[config.mk]
export PLATFORM = sky130hd
export DESIGN_NAME = grid_access_ctrl
export DESIGN_NICKNAME = d
export VERILOG_FILES = /design/src/rtl/grid_pkg.sv /design/src/rtl/grid_addr_calc.sv /design/src/rtl/grid_access_ctrl.sv
export SDC_FILE = /design/constraint.sdc
export NUM_CORES = 1
export LEC_CHECK = 0
export BUFFER_PORTS_ARGS = -buffer_cell sky130_fd_sc_hd__buf_2
export CORE_MARGIN = 3
export CORE_UTILIZATION = 25
export DETAILED_ROUTE_END_ITERATION = 16
export GPL_ROUTABILITY_DRIVEN = 1
export MAX_ROUTING_LAYER = met4
export PLACE_DENSITY = 0.5
export SETUP_SLACK_MARGIN = 0.4
export SLEW_MARGIN = 5
export SYNTH_ARGS = -nofsm -noshare
export SYNTH_HDL_FRONTEND = slang
export SYNTH_SLANG_ARGS = --single-unit
[constraint.sdc]
create_clock -name clk -period 6.4 [get_ports clk]
set_clock_uncertainty 0.2 [all_clocks]
set_input_delay 0.32 -clock clk [delete_from_list [all_inputs] [get_ports clk]]
set_output_delay 0.32 -clock clk [all_outputs]
set_load 0.03 [all_outputs]
[src/rtl/grid_pkg.sv]
// grid_pkg: shared grid geometry, engine state encoding and border test
package grid_pkg;
    localparam int GRID_SIZE = 50;
    localparam int COORD_W = 6;
    localparam int ADDR_W = 12;

    typedef enum logic [2:0] {IDLE, CLEAR, RD_P1, RD_P2, EVAL, WR_P1, WR_P2, DONE} state_t;

    function automatic logic is_border(input logic [COORD_W-1:0] x, input logic [COORD_W-1:0] y);
        return x == '0 || y == '0 || x == COORD_W'(GRID_SIZE - 1) || y == COORD_W'(GRID_SIZE - 1);
    endfunction
endpackage

[src/rtl/grid_addr_calc.sv]
// grid_addr_calc: row-major cell address and range test for one (x,y) pair
//   x, y         : cell coordinates
//   addr         : y*GRID_SIZE + x
//   out_of_range : either coordinate is off the grid
module grid_addr_calc
    import grid_pkg::*;
(
    input  logic [COORD_W-1:0] x,
    input  logic [COORD_W-1:0] y,
    output logic [ADDR_W-1:0]  addr,
    output logic               out_of_range
);
    assign out_of_range = x >= COORD_W'(GRID_SIZE) || y >= COORD_W'(GRID_SIZE);
    assign addr = ADDR_W'(y) * ADDR_W'(GRID_SIZE) + ADDR_W'(x);
endmodule

[src/rtl/grid_access_ctrl.sv]
// grid_access_ctrl: arbitrates the single-port trail grid RAM between VGA, clear sweep and tick check/mark
//   clear_req/clear_busy/clear_done : border-init sweep handshake
//   tick_req, p1_*/p2_*, tick_done  : per-tick check/mark of both bikes
//   p1_fault/p2_fault/both_fault/collision : registered tick results
//   vga_rd_en/vga_x/vga_y -> vga_rd_valid/vga_rd_data : pixel read, one cycle later
//   ram_addr/ram_we/ram_wdata/ram_rdata : RAM port (one-cycle read latency)
module grid_access_ctrl
    import grid_pkg::*;
(
    input  logic               clk,
    input  logic               reset,
    input  logic               clear_req,
    output logic               clear_busy,
    output logic               clear_done,
    input  logic               tick_req,
    input  logic [COORD_W-1:0] p1_x,
    input  logic [COORD_W-1:0] p1_y,
    input  logic [COORD_W-1:0] p2_x,
    input  logic [COORD_W-1:0] p2_y,
    output logic               tick_done,
    output logic               p1_fault,
    output logic               p2_fault,
    output logic               both_fault,
    output logic               collision,
    input  logic               vga_rd_en,
    input  logic [COORD_W-1:0] vga_x,
    input  logic [COORD_W-1:0] vga_y,
    output logic               vga_rd_valid,
    output logic               vga_rd_data,
    output logic [ADDR_W-1:0]  ram_addr,
    output logic               ram_we,
    output logic               ram_wdata,
    input  logic               ram_rdata
);
    state_t state, state_n;
    logic [COORD_W-1:0] l1x, l1y, l2x, l2y, sx, sy;
    logic [ADDR_W-1:0] cnt, a1, a2, av;
    logic oor1, oor2, oorv, vga_ok, rd1_d, rd2_d, cell1, cell2;
    logic need, grant, step, last, f1, f2, fb;

    grid_addr_calc u_p1 (.x(l1x), .y(l1y), .addr(a1), .out_of_range(oor1));
    grid_addr_calc u_p2 (.x(l2x), .y(l2y), .addr(a2), .out_of_range(oor2));
    grid_addr_calc u_vga (.x(vga_x), .y(vga_y), .addr(av), .out_of_range(oorv));

    // Only states that actually touch the RAM are stalled by a VGA read;
    // out-of-range reads and EVAL proceed without the port.
    assign need = state == CLEAR || state == WR_P1 || state == WR_P2
                || (state == RD_P1 && !oor1) || (state == RD_P2 && !oor2);
    assign grant = need && !vga_rd_en;
    assign step = grant || !need;
    assign last = cnt == ADDR_W'(GRID_SIZE * GRID_SIZE - 1);

    // p2 data arrives during EVAL itself, so it is used straight off the RAM
    assign f1 = (rd1_d ? ram_rdata : cell1) | oor1;
    assign f2 = (rd2_d ? ram_rdata : cell2) | oor2;
    assign fb = l1x == l2x && l1y == l2y;

    assign ram_addr = vga_rd_en ? av : state == CLEAR ? cnt : (state == RD_P2 || state == WR_P2) ? a2 : a1;
    assign ram_we = !vga_rd_en && (state == CLEAR || state == WR_P1 || state == WR_P2);
    assign ram_wdata = state != CLEAR || is_border(sx, sy);
    assign vga_rd_data = vga_ok & ram_rdata;

    always_comb begin
        state_n = state;
        case (state)
            IDLE:    state_n = clear_req ? CLEAR : tick_req ? RD_P1 : IDLE;
            CLEAR:   state_n = grant && last ? IDLE : CLEAR;
            RD_P1:   state_n = step ? RD_P2 : RD_P1;
            RD_P2:   state_n = step ? EVAL : RD_P2;
            EVAL:    state_n = f1 || f2 || fb ? DONE : WR_P1;
            WR_P1:   state_n = step ? WR_P2 : WR_P1;
            WR_P2:   state_n = step ? DONE : WR_P2;
            default: state_n = IDLE;
        endcase
    end

    always_ff @(posedge clk or posedge reset) begin
        if (reset) begin
            state <= IDLE;
            {clear_busy, clear_done, tick_done, vga_rd_valid, vga_ok} <= '0;
            {p1_fault, p2_fault, both_fault, collision} <= '0;
            {rd1_d, rd2_d, cell1, cell2} <= '0;
            {l1x, l1y, l2x, l2y, sx, sy} <= '0;
            cnt <= '0;
        end else begin
            state <= state_n;
            clear_busy <= state_n == CLEAR;
            tick_done <= state_n == DONE;
            clear_done <= state == CLEAR && grant && last;
            vga_rd_valid <= vga_rd_en;
            vga_ok <= vga_rd_en && !oorv;
            rd1_d <= state == RD_P1 && grant;
            rd2_d <= state == RD_P2 && grant;
            if (rd1_d) cell1 <= ram_rdata;
            if (rd2_d) cell2 <= ram_rdata;
            if (state == IDLE && (clear_req || tick_req)) {p1_fault, p2_fault, both_fault, collision} <= '0;
            if (state == EVAL) {p1_fault, p2_fault, both_fault, collision} <= {f1, f2, fb, f1 | f2 | fb};
            if (state == IDLE && !clear_req && tick_req) {l1x, l1y, l2x, l2y} <= {p1_x, p1_y, p2_x, p2_y};
            if (state == IDLE && clear_req) begin
                cnt <= '0;
                sx <= '0;
                sy <= '0;
            end else if (state == CLEAR && grant) begin
                cnt <= cnt + 1'b1;
                sx <= sx == COORD_W'(GRID_SIZE - 1) ? '0 : sx + 1'b1;
                sy <= sx == COORD_W'(GRID_SIZE - 1) ? sy + 1'b1 : sy;
            end
        end
    end
endmodule
==> results.txt, run 1 <==
Outcome = finished clean
Die width = 161 µm
Routability cong. = 0.791
DR iter-0 viols = 210
Yosys cell types = 64
Cell Area, Synth = 5980 µm²
First-pass GRT wire length = 25000 µm
Via count = 4824
Row count = 55
Synth area leader = dfrtp_1
Nets = 870
CTS tree = done
Largest net degree at the start of global routing = 65
Crit Path Max Fanout = 8
CP top delay family = adder cells
Cell count after synthesis = 656
Slew HR = 39.3%
Sequential share of the synthesized area = 26.8%
Postcts setup bufs = 0
WS Path Type = reg2out
Worst skew pair latency = 0.33 ns
Total grt overflow = 0
CORE AREA = 23100 µm²
Total track usage = 12.3%
Max capacitance violation total = 0
Post-synth ARST share = 100%
Vias in the first global route = 4871
Final hold vios = 0
Hold Crit Depth = 2
Initial core utilization = 25.9%
Pre-Repair DR Iteration Count = 4
Crit path from = l2y[1]
Crit end category = output pin
Reg-to-reg startpoint = l1y[0]
Top cell by count, worst path = ha_1
H-tree depth = 3
Seq cells post-synth = 64
Syn Area/Cell = 9.12 µm²
Setup TNS = 0 ns
Yosys Warn Count = 0
Area share of the largest cell type after synthesis = 26.8%
Fmax achieved = 0.223 GHz
Worst Reg-to-Reg Cells = 9
Port Buffers = 64
Fillers = 2451
Buffers & Inverters on Critical Path = 1
P&R area growth vs syn = 17.1%
Worst EP required = 5.88 ns
Worst-Margin Slew = 0.908 ns
Post-CTS sizing = 0
Number of cells on the critical path = 12
Slowest CP cell = dfrtp_1
Hold wc startpoint = p2_x[5]
Chip height = 161 µm
Min Tclk post-route = 4.48 ns
CP Cell Sequence = ha_1, ha_1, ha_1, ha_1, a211oi_1, nor2_1, nor3b_1, nand2_1, nor4_1, nor3_1, o31ai_1, buf_2
Via/cell ratio = 4.63
Die ar. = 25800 µm²
Slowest stage delay, CP = 0.47 ns
Clock sink total = 64
Register area = 1600 µm²
Count leader, synth = ha_1
ANT cells = 0
Endpoints failing setup = 0
Synth Net Count = 803
TritonCTS Buffers = 9
Root buf cell = clkbuf_16
Final ANT Viol Nets = 0
Crit path DAT = 3.96 ns
Layout cells sized above 1 = 17.3%
RSZ-0062 raised after global routing = no
Most instantiated cells after synthesis = 99 x ha_1, 64 x dfrtp_1, 57 x inv_1
CTS Hold Bufs = 4
Top Ports = 65
Clock buffer depth = 2
Clock slew at reported path FFs = 0.05 ns
Post-Route WL = 15000 µm
Post-DP HPWL = 11700 µm
Number of flops mapped to enable cells by yosys = 0
Remaining routing DRC violations = 0
Hold Path Class = in2reg
Synth Flop Type = dfrtp_1
DR WL/cell = 14.4 µm
Pins Over Slew Limit = 0
Tcrit/Tclk final = 70.0%
Initial antenna violation count = 0
Synth top area cells = dfrtp_1 27%, ha_1 21%, mux2_2 4.7%
Multi-input gate area = 4100 µm²
Crit start category = register
final timing paths:
path	end	slack (ns)
max	ram_addr[10]	1.92
min	l2x[5]	0.01
max reg2reg	clear_busy	3.60
min reg2reg	p1_fault	0.27
max in group asynchronous	sx[5]	5.41
min in group asynchronous	l1x[5]	0.03
final cells by class:
type	instances	area share, %
multi-input combinational	519	58.6
inverter	58	3.11
tap	313	5.59
timing repair buffer	71	5.47
sequential	64	22.9
clock inverter	5	0.786
clock buffer	11	3.61
routing by layer:
metal	global-route usage, %	vias up	wire [µm]
met1	16.6	2273	7770
met5	-	-	0
met4	3.04	0	127
met3	2.45	6	458
met2	19.0	70	6620
li1	-	2475	-
layout by cell type, fill, tap and decap left out, types with 4 or more instances in the layout:
cell           Yosys  layout
a211o_1            5       5
a211oi_1           9       9
a21o_1             9       9
a21oi_1           26      26
a22oi_1            4       4
a311oi_1           4       4
and2_1             6       6
and3_1             8       8
buf_2              1      64
clkbuf_16          0       9
dfrtp_1           64      64
dlygate4sd3_1      0       4
fa_1               6       6
ha_1              99      99
inv_1             57      56
mux2_2            25      25
nand2_1           42      42
nand2b_1          13      13
nand3_1           18      18
nand4_1            5       5
nor2_1            47      47
nor2b_1           11      11
nor3_1            12      12
nor3b_1            4       4
nor4_1             9       9
o211ai_1           4       4
o21a_1             4       4
o21ai_0           37      37
o21bai_1           4       4
o311ai_0           4       4
o31ai_1            5       5
or2_2              4       4
xnor2_1           24      24
xor2_1            30      30
cells by family after synthesis:
family	count (synthesis)	share of synthesized area, %
xor gates and xnor gates	54	7.91
adders and majority gates	105	22.7
muxes	29	5.46
DFF	64	26.8
buffers and inverters	73	4.60
AOI/OAI and AO/OA	135	15.4
and+or+nand+nor	196	17.1
per-stage QoR:
stage,setup WS (ns),area [µm²],hold WS (ns),utilization [%],std cells
after floorplan,2.38,5980,0.151,-,656
after global placement,2.19,6660,0.260,28.9,1021
after detailed placement,2.20,6660,0.266,28.9,1021
after CTS,1.84,7010,0.000396,30.4,1041
after global routing,1.54,7010,0.00572,30.4,1041
final,1.92,7010,0.0146,30.4,1041
sequential cells by signal (all words and copies together), names as in the netlist, 3 cells and up:
register and cells:
l1y 6, l1x 6, sx 6, cnt 12, sy 6, state 3, l2x 6, l2y 6
Power of run 1 is left out: the tool's default activity adds up to more than one toggle a clock period on the data nets, which glitch-free logic cannot reach.
==> inputs of run 2 (changes only) <==
--- a/config.mk
+++ b/config.mk
@@ -5,13 +5,14 @@
 export SDC_FILE = /design/constraint.sdc
 export NUM_CORES = 1
 export LEC_CHECK = 0
+export ABC_AREA = 1
 export BUFFER_PORTS_ARGS = -buffer_cell sky130_fd_sc_hd__buf_2
 export CORE_MARGIN = 3
 export CORE_UTILIZATION = 25
 export DETAILED_ROUTE_END_ITERATION = 16
 export GPL_ROUTABILITY_DRIVEN = 1
 export MAX_ROUTING_LAYER = met4
-export PLACE_DENSITY = 0.5
+export PLACE_DENSITY = 0.51
 export SETUP_SLACK_MARGIN = 0.4
 export SLEW_MARGIN = 5
 export SYNTH_ARGS = -nofsm -noshare
==> constraint.sdc (replaced) <==
create_clock -name clk -period 3.68 [get_ports clk]
set_clock_uncertainty 0.2 [all_clocks]
set_input_delay 0.184 -clock clk [delete_from_list [all_inputs] [get_ports clk]]
set_output_delay 0.184 -clock clk [all_outputs]
set_load 0.03 [all_outputs]
==> run 2 against run 1 <==
Against the previous run: setup slack got worse by 1.9 ns; synthesized area increased by 5.1%; non-clock buffer count increased by 55; cell area grew 20%; routed wire length increased by 17%; critical path depth grew 6; highest routed layer unchanged.
==> results.txt, run 2 <==
Slew HR = 49.9% (was 39.3%)
H-tree depth = 3 (unchanged)
Routability cong. = 0.849 (was 0.791)
Via count = 5937 (was 4824)
Commonest non-fill, non-tap cell in the layout = nand2_1 (was ha_1)
DR iter-0 viols = 224 (was 210)
Syn Area/Cell = 7.27 µm² (was 9.12 µm²)
Cell count after synthesis = 865 (was 656)
Yosys Warn Count = 0 (unchanged)
Sequential share of the synthesized area = 25.5% (was 26.8%)
Endpoints failing setup = 0 (unchanged)
Most instantiated cells after synthesis = 220 x nand2_1, 126 x inv_1, 99 x ha_1 (was 99 x ha_1, 64 x dfrtp_1, 57 x inv_1)
Row count = 57 (was 55)
Die ar. = 27100 µm² (was 25800 µm²)
Nets = 1135 (was 870)
Initial antenna violation count = 0 (unchanged)
Final Core Density = 34.3% (was 30.4%)
Synth area leader = dfrtp_1 (unchanged)
Synth Flop Type = dfrtp_1 (unchanged)
Total track usage = 13.6% (was 12.3%)
TritonCTS Buffers = 9 (unchanged)
Via/cell ratio = 4.51 (was 4.63)
Max reg flops = 12 (unchanged)
Worst-Margin Slew = 0.751 ns (was 0.908 ns)
CTS tree = done (unchanged)
Crit end category = output pin (unchanged)
Port Buffers = 64 (unchanged)
Min Tclk post-route = 3.61 ns
Initial core utilization = 25.6% (was 25.9%)
Worst skew pair latency = 0.34 ns (was 0.33 ns)
Hold wc startpoint = vga_x[1] (was p2_x[5])
Count leader, synth = nand2_1 (was ha_1)
Layout cells sized above 1 = 24.1% (was 17.3%)
Tcrit/Tclk final = 98.2%
Root buf cell = clkbuf_16 (unchanged)
First-pass GRT wire length = 28700 µm (was 25000 µm)
Seq cells post-synth = 64 (unchanged)
Clock sink total = 64 (unchanged)
Chip height = 165 µm (was 161 µm)
Post-synth ARST share = 100% (unchanged)
Hold Path Class = in2reg (unchanged)
Clock slew at reported path FFs = 0.06 ns (was 0.05 ns)
Cell Area, Synth = 6290 µm² (was 5980 µm²)
Crit path from = l1y[1] (was l2y[1])
Die width = 165 µm (was 161 µm)
Pins Over Slew Limit = 0 (unchanged)
Largest net degree at the start of global routing = 38 (was 65)
Post-DP HPWL = 13500 µm (was 11700 µm)
Final hold vios = 0 (unchanged)
WS Path Type = reg2out (unchanged)
Clock buffer depth = 2 (unchanged)
Pre-Repair DR Iteration Count = 4 (unchanged)
Post-Route WL = 17600 µm (was 15000 µm)
Synth top area cells = dfrtp_1 25%, ha_1 20%, nand2_1 13% (was dfrtp_1 27%, ha_1 21%, mux2_2 4.7%)
Final ANT Viol Nets = 0 (unchanged)
RSZ-0062 raised after global routing = yes (was no)
Fmax achieved = 0.277 GHz
P&R area growth vs syn = 33.9% (was 17.1%)
Number of flops mapped to enable cells by yosys = 0 (unchanged)
Register area = 1610 µm² (was 1600 µm²)
Area share of the largest cell type after synthesis = 25.5% (was 26.8%)
Worst EP required = 3.30 ns (was 5.88 ns)
Most frequent cells in the layout = 205 x nand2_1, 115 x inv_1, 70 x ha_1, 61 x nand3_1, 58 x dfrtp_1 (was 99 x ha_1, 64 x dfrtp_1, 64 x buf_2, 56 x inv_1, 47 x nor2_1)
Total grt overflow = 0 (unchanged)
Vias in the first global route = 5839 (was 4871)
Reg-to-reg startpoint = l2y[4] (was l1y[0])
Top Ports = 65 (unchanged)
Max capacitance violation total = 0 (unchanged)
ANT cells = 0 (unchanged)
Outcome = finished clean (unchanged)
Synth Net Count = 1012 (was 803)
Crit Path Max Fanout = 3 (was 8)
Remaining routing DRC violations = 0 (unchanged)
Crit start category = register (unchanged)
Fillers = 2634 (was 2451)
Multi-input gate area = 4700 µm² (was 4100 µm²)
Biggest register = cnt (unchanged)
Crit path DAT = 3.23 ns (was 3.96 ns)
Yosys cell types = 43 (was 64)
DR WL/cell = 13.3 µm (was 14.4 µm)
CORE AREA = 24500 µm² (was 23100 µm²)
-- run 2: area by class of cell --
class	count	share of cell area, %
Multi-Input combinational cell	656	55.9
Sequential cell	64	19.1
Timing Repair Buffer	126	10.7
Inverter	131	5.84
Tap cell	324	4.82
Clock buffer	10	2.84
Clock inverter	6	0.788
-- run 2: kinds of logic (layout without fill, tap and decap cells) --
kind of cell               Yosys count  count (layout)  share of synthesized area, %
xor gates and xnor gates            35              35                          4.88
and+or+nand+nor                    389             389                          27.6
buffers and inverters              145             273                          9.18
adders and majority gates          105             105                          21.6
AOI/OAI and AO/OA                  127             127                          11.2
DFF                                 64              64                          25.5
-- run 2: what timing repair did --
item	4_1_cts	5_1_grt
setup endpoints to repair	7	7
hold buffers	25	0
pin swaps	28	34
setup buffers	19	6
resized for setup	76	55
hold endpoints to repair	51	0
-- run 2: metrics by stage --
step	setup TNS (ns)	instances	worst slack, ns	hold WS, ns	instance area [µm²]
detailed placement	0	1251	0.111	0.124	7040
CTS	0	1311	0.0437	0.0177	8090
floorplan	0	865	0.413	0.0154	6300
global route	-0.162	1317	-0.0837	0.0204	8420
global placement	0	1251	0.103	0.126	7040
finish	0	1317	0.0662	0.00544	8420
-- run 2: worst max-delay path, cell delays in order (launching register included) --
cell and delay (ns):
dfrtp_2 0.44, buf_6 0.13, ha_4 0.15, ha_4 0.21
ha_4 0.27, inv_2 0.04, fa_2 0.59, inv_2 0.06
nand2_4 0.07, inv_2 0.04, nand2_2 0.07, nand2_4 0.07
o21ai_4 0.17, o21ai_2 0.08, nand2_1 0.06, o21ai_1 0.06
o21ai_1 0.16, nand2_2 0.08, buf_6 0.14
-- run 2: path summary, 6_finish.rpt --
kind | to | cells after the start | slack (ns)
setup / recovery | ram_addr[9] | 18 | 0.07
hold / removal | vga_ok | 3 | 0.005
setup reg to reg | cnt[8] | 11 | 1.34
hold reg to reg | p2_fault | 2 | 0.26
max in group asynchronous | l2y[1] | 4 | 2.03
min in group asynchronous | sx[5] | 3 | 0.29
-- run 2: routing by layer --
layer	vias up	GRT usage, %	wire length [µm]
li1	3078	-	-
met1	2751	17.9	8430
met2	85	21.9	8310
met3	23	1.61	429
met4	0	4.23	395
met5	-	-	0
Power of run 2 is left out for the same reason.
==> inputs of run 3 (changes only) <==
--- a/config.mk
+++ b/config.mk
@@ -6,6 +6,7 @@
 export NUM_CORES = 1
 export LEC_CHECK = 0
 export ABC_AREA = 1
+export ABC_CLOCK_PERIOD_IN_PS = 3680
 export BUFFER_PORTS_ARGS = -buffer_cell sky130_fd_sc_hd__buf_2
 export CORE_MARGIN = 3
 export CORE_UTILIZATION = 25
==> constraint.sdc (replaced) <==
create_clock -name clk -period 3.68 [get_ports clk]
set_clock_uncertainty 0.2 [all_clocks]
set_input_delay 0.736 -clock clk [delete_from_list [all_inputs] [get_ports clk]]
set_output_delay 0.736 -clock clk [all_outputs]
set_load 0.03 [all_outputs]
==> run 3 against run 2 <==
Against the previous run: the run now ends with setup timing left; fmax down 15%; cell area grew 6.3%; highest routed layer unchanged; via count rose by 1.6%.
==> results.txt, run 3 (synthesis results as in run 2) <==
Vias in the first global route = 6130 (was 5839)
Routability cong. = 0.838 (was 0.849)
Remaining routing DRC violations = 0 (unchanged)
Worst-Margin Slew = 0.649 ns (was 0.751 ns)
Top Ports = 65 (unchanged)
Via count = 6032 (was 5937)
H-tree depth = 3 (unchanged)
P&R area growth vs syn = 42.4% (was 33.9%)
CTS tree = done (unchanged)
Crit end category = output pin (unchanged)
Worst Reg-to-Reg Cells = 12 (was 11)
Failing checks = setup timing
CTS Hold Bufs = 0 (was 25)
Worst R2R Setup Slack = 1.34 ns (about the same)
Max capacitance violation total = 0 (unchanged)
Total grt overflow = 0 (unchanged)
Reg-to-reg startpoint = l2y[1] (was l2y[4])
Outcome = complete, but fails checks (was finished clean)
Most frequent cells in the layout = 196 x nand2_1, 107 x inv_1, 69 x buf_4, 63 x dfrtp_1, 55 x nand3_1 (was 205 x nand2_1, 115 x inv_1, 70 x ha_1, 61 x nand3_1, 58 x dfrtp_1)
Largest net degree at the start of global routing = 47 (was 38)
Biggest register = cnt (unchanged)
Via/cell ratio = 4.53 (was 4.51)
TritonCTS Buffers = 9 (unchanged)
Crit path DAT = 3.31 ns (was 3.23 ns)
Dpl cells = 1308 (was 1251)
Max reg flops = 12 (unchanged)
Initial antenna violation count = 0 (unchanged)
Pins Over Slew Limit = 0 (unchanged)
Root buf cell = clkbuf_16 (unchanged)
Hold Path Class = reg2reg (was in2reg)
Initial core utilization = 25.6% (unchanged)
DR WL/cell = 13.6 µm (was 13.3 µm)
Crit Path Max Fanout = 3 (unchanged)
Fillers = 2614 (was 2634)
CORE AREA = 24500 µm² (unchanged)
Endpoints failing setup = 6 (was 0)
Port Buffers = 64 (unchanged)
Die ar. = 27100 µm² (unchanged)
WS Path Type = reg2out (unchanged)
Chip height = 165 µm (unchanged)
RSZ-0062 raised after global routing = yes (unchanged)
Finished Layout Cells = 1333 (was 1317)
Clock sink total = 64 (unchanged)
Clock slew at reported path FFs = 0.06 ns (about the same)
DR iter-0 viols = 225 (was 224)
Final ANT Viol Nets = 0 (unchanged)
Row count = 57 (unchanged)
Nets = 1151 (was 1135)
Crit start category = register (unchanged)
Pre-Repair DR Iteration Count = 5 (was 4)
Worst skew pair latency = 0.34 ns (about the same)
Post-Route WL = 18200 µm (was 17600 µm)
Commonest non-fill, non-tap cell in the layout = nand2_1 (unchanged)
Layout cells sized above 1 = 33.0% (was 24.1%)
Total track usage = 14.4% (was 13.6%)
Slew HR = 56.7% (was 49.9%)
Crit Reg-Reg Endpoint = cnt[8] (unchanged)
Worst EP required = 2.74 ns (was 3.30 ns)
First-pass GRT wire length = 30400 µm (was 28700 µm)
Fmax achieved = 0.236 GHz (was 0.277 GHz)
Hold Crit Depth = 2 (was 3)
Post-DP HPWL = 14100 µm (was 13500 µm)
Clock buffer depth = 2 (unchanged)
Crit path from = l1y[2] (was l1y[1])
ANT cells = 0 (unchanged)
Min Tclk post-route = 4.24 ns (was 3.61 ns)
Final setup margin = -0.563 ns (was 0.0662 ns)
Final hold vios = 0 (unchanged)
Capture point of the critical path = ram_addr[8] (was ram_addr[9])
Tcrit/Tclk final = 115% (was 98.2%)
Die width = 165 µm (unchanged)
run 3: cell count changes in the layout (fill, tap and decap cells not counted), sizes merged:
| cell | before | now |
|---|---|---|
| clkinv | 4 | 3 |
| buf | 101 | 142 |
| bufinv | 1 | 2 |
| dlygate4sd3 | 25 | 0 |
| clkbuf | 10 | 9 |
| clkinvlp | 0 | 1 |
run 3: layer usage:
| metal | GRT usage, % | share of wire (%) | vias to the layer above |
|---|---|---|---|
| li1 | - | - | 3124 |
| met1 | 18.5 | 47 | 2800 |
| met2 | 23.5 | 47 | 88 |
| met3 | 2.21 | 3.6 | 20 |
| met4 | 4.04 | 1.8 | 0 |
| met5 | - | 0 | - |
run 3: cell type report:
type	instances	area, µm²	share of cell area (%)
clock inverters	7	103	1.15
inverters	131	499	5.58
well taps	324	405	4.53
clock buffers	9	225	2.52
repair buffers	142	1010	11.3
multi-input cells	656	5110	57.0
flip-flops and latches	64	1600	17.9
run 3: repair_timing:
action                                  CTS  global route
resized for setup                        82            54
endpoints found under the setup margin   11            11
setup buffers                             5             4
gates cloned                              0             0
pin swaps                                41            31
run 3: per-stage QoR:
step | TNS, ns | setup WS, ns | cell area [µm²] | util, % | hold slack (ns)
finish | -2.76 | -0.563 | 8950 | 36.5 | 0.263
global route | -3.63 | -0.698 | 8950 | 36.5 | 0.312
floorplan | -0.0743 | -0.0392 | 6700 | - | 0.272
detailed placement | -1.66 | -0.382 | 7880 | 32.1 | 0.255
global placement | -1.60 | -0.370 | 7880 | 32.1 | 0.251
CTS | -2.76 | -0.582 | 8670 | 35.3 | 0.270
run 3: worst min-delay path by stage:
stage	from	end	slack, ns
after floorplan	cell1	cell1	0.27
after detailed placement	both_fault	both_fault	0.26
final	both_fault	both_fault	0.26
after global routing	p1_fault	p1_fault	0.31
after CTS	both_fault	both_fault	0.27
after global placement	both_fault	both_fault	0.25
run 3: worst max-delay path: stages, from the launching register on:
cell     delay [ns]
dfrtp_1        0.39
buf_6          0.13
ha_4           0.26
ha_4           0.19
ha_4           0.26
inv_2          0.04
fa_2           0.58
inv_2          0.06
buf_4          0.13
buf_6          0.10
nand4_1        0.10
o21ai_2        0.09
xor2_1         0.19
nand2_1        0.09
nand3_2        0.09
nand2_2        0.08
nand2_4        0.07
buf_6          0.13
Power of run 3 is left out for the same reason.
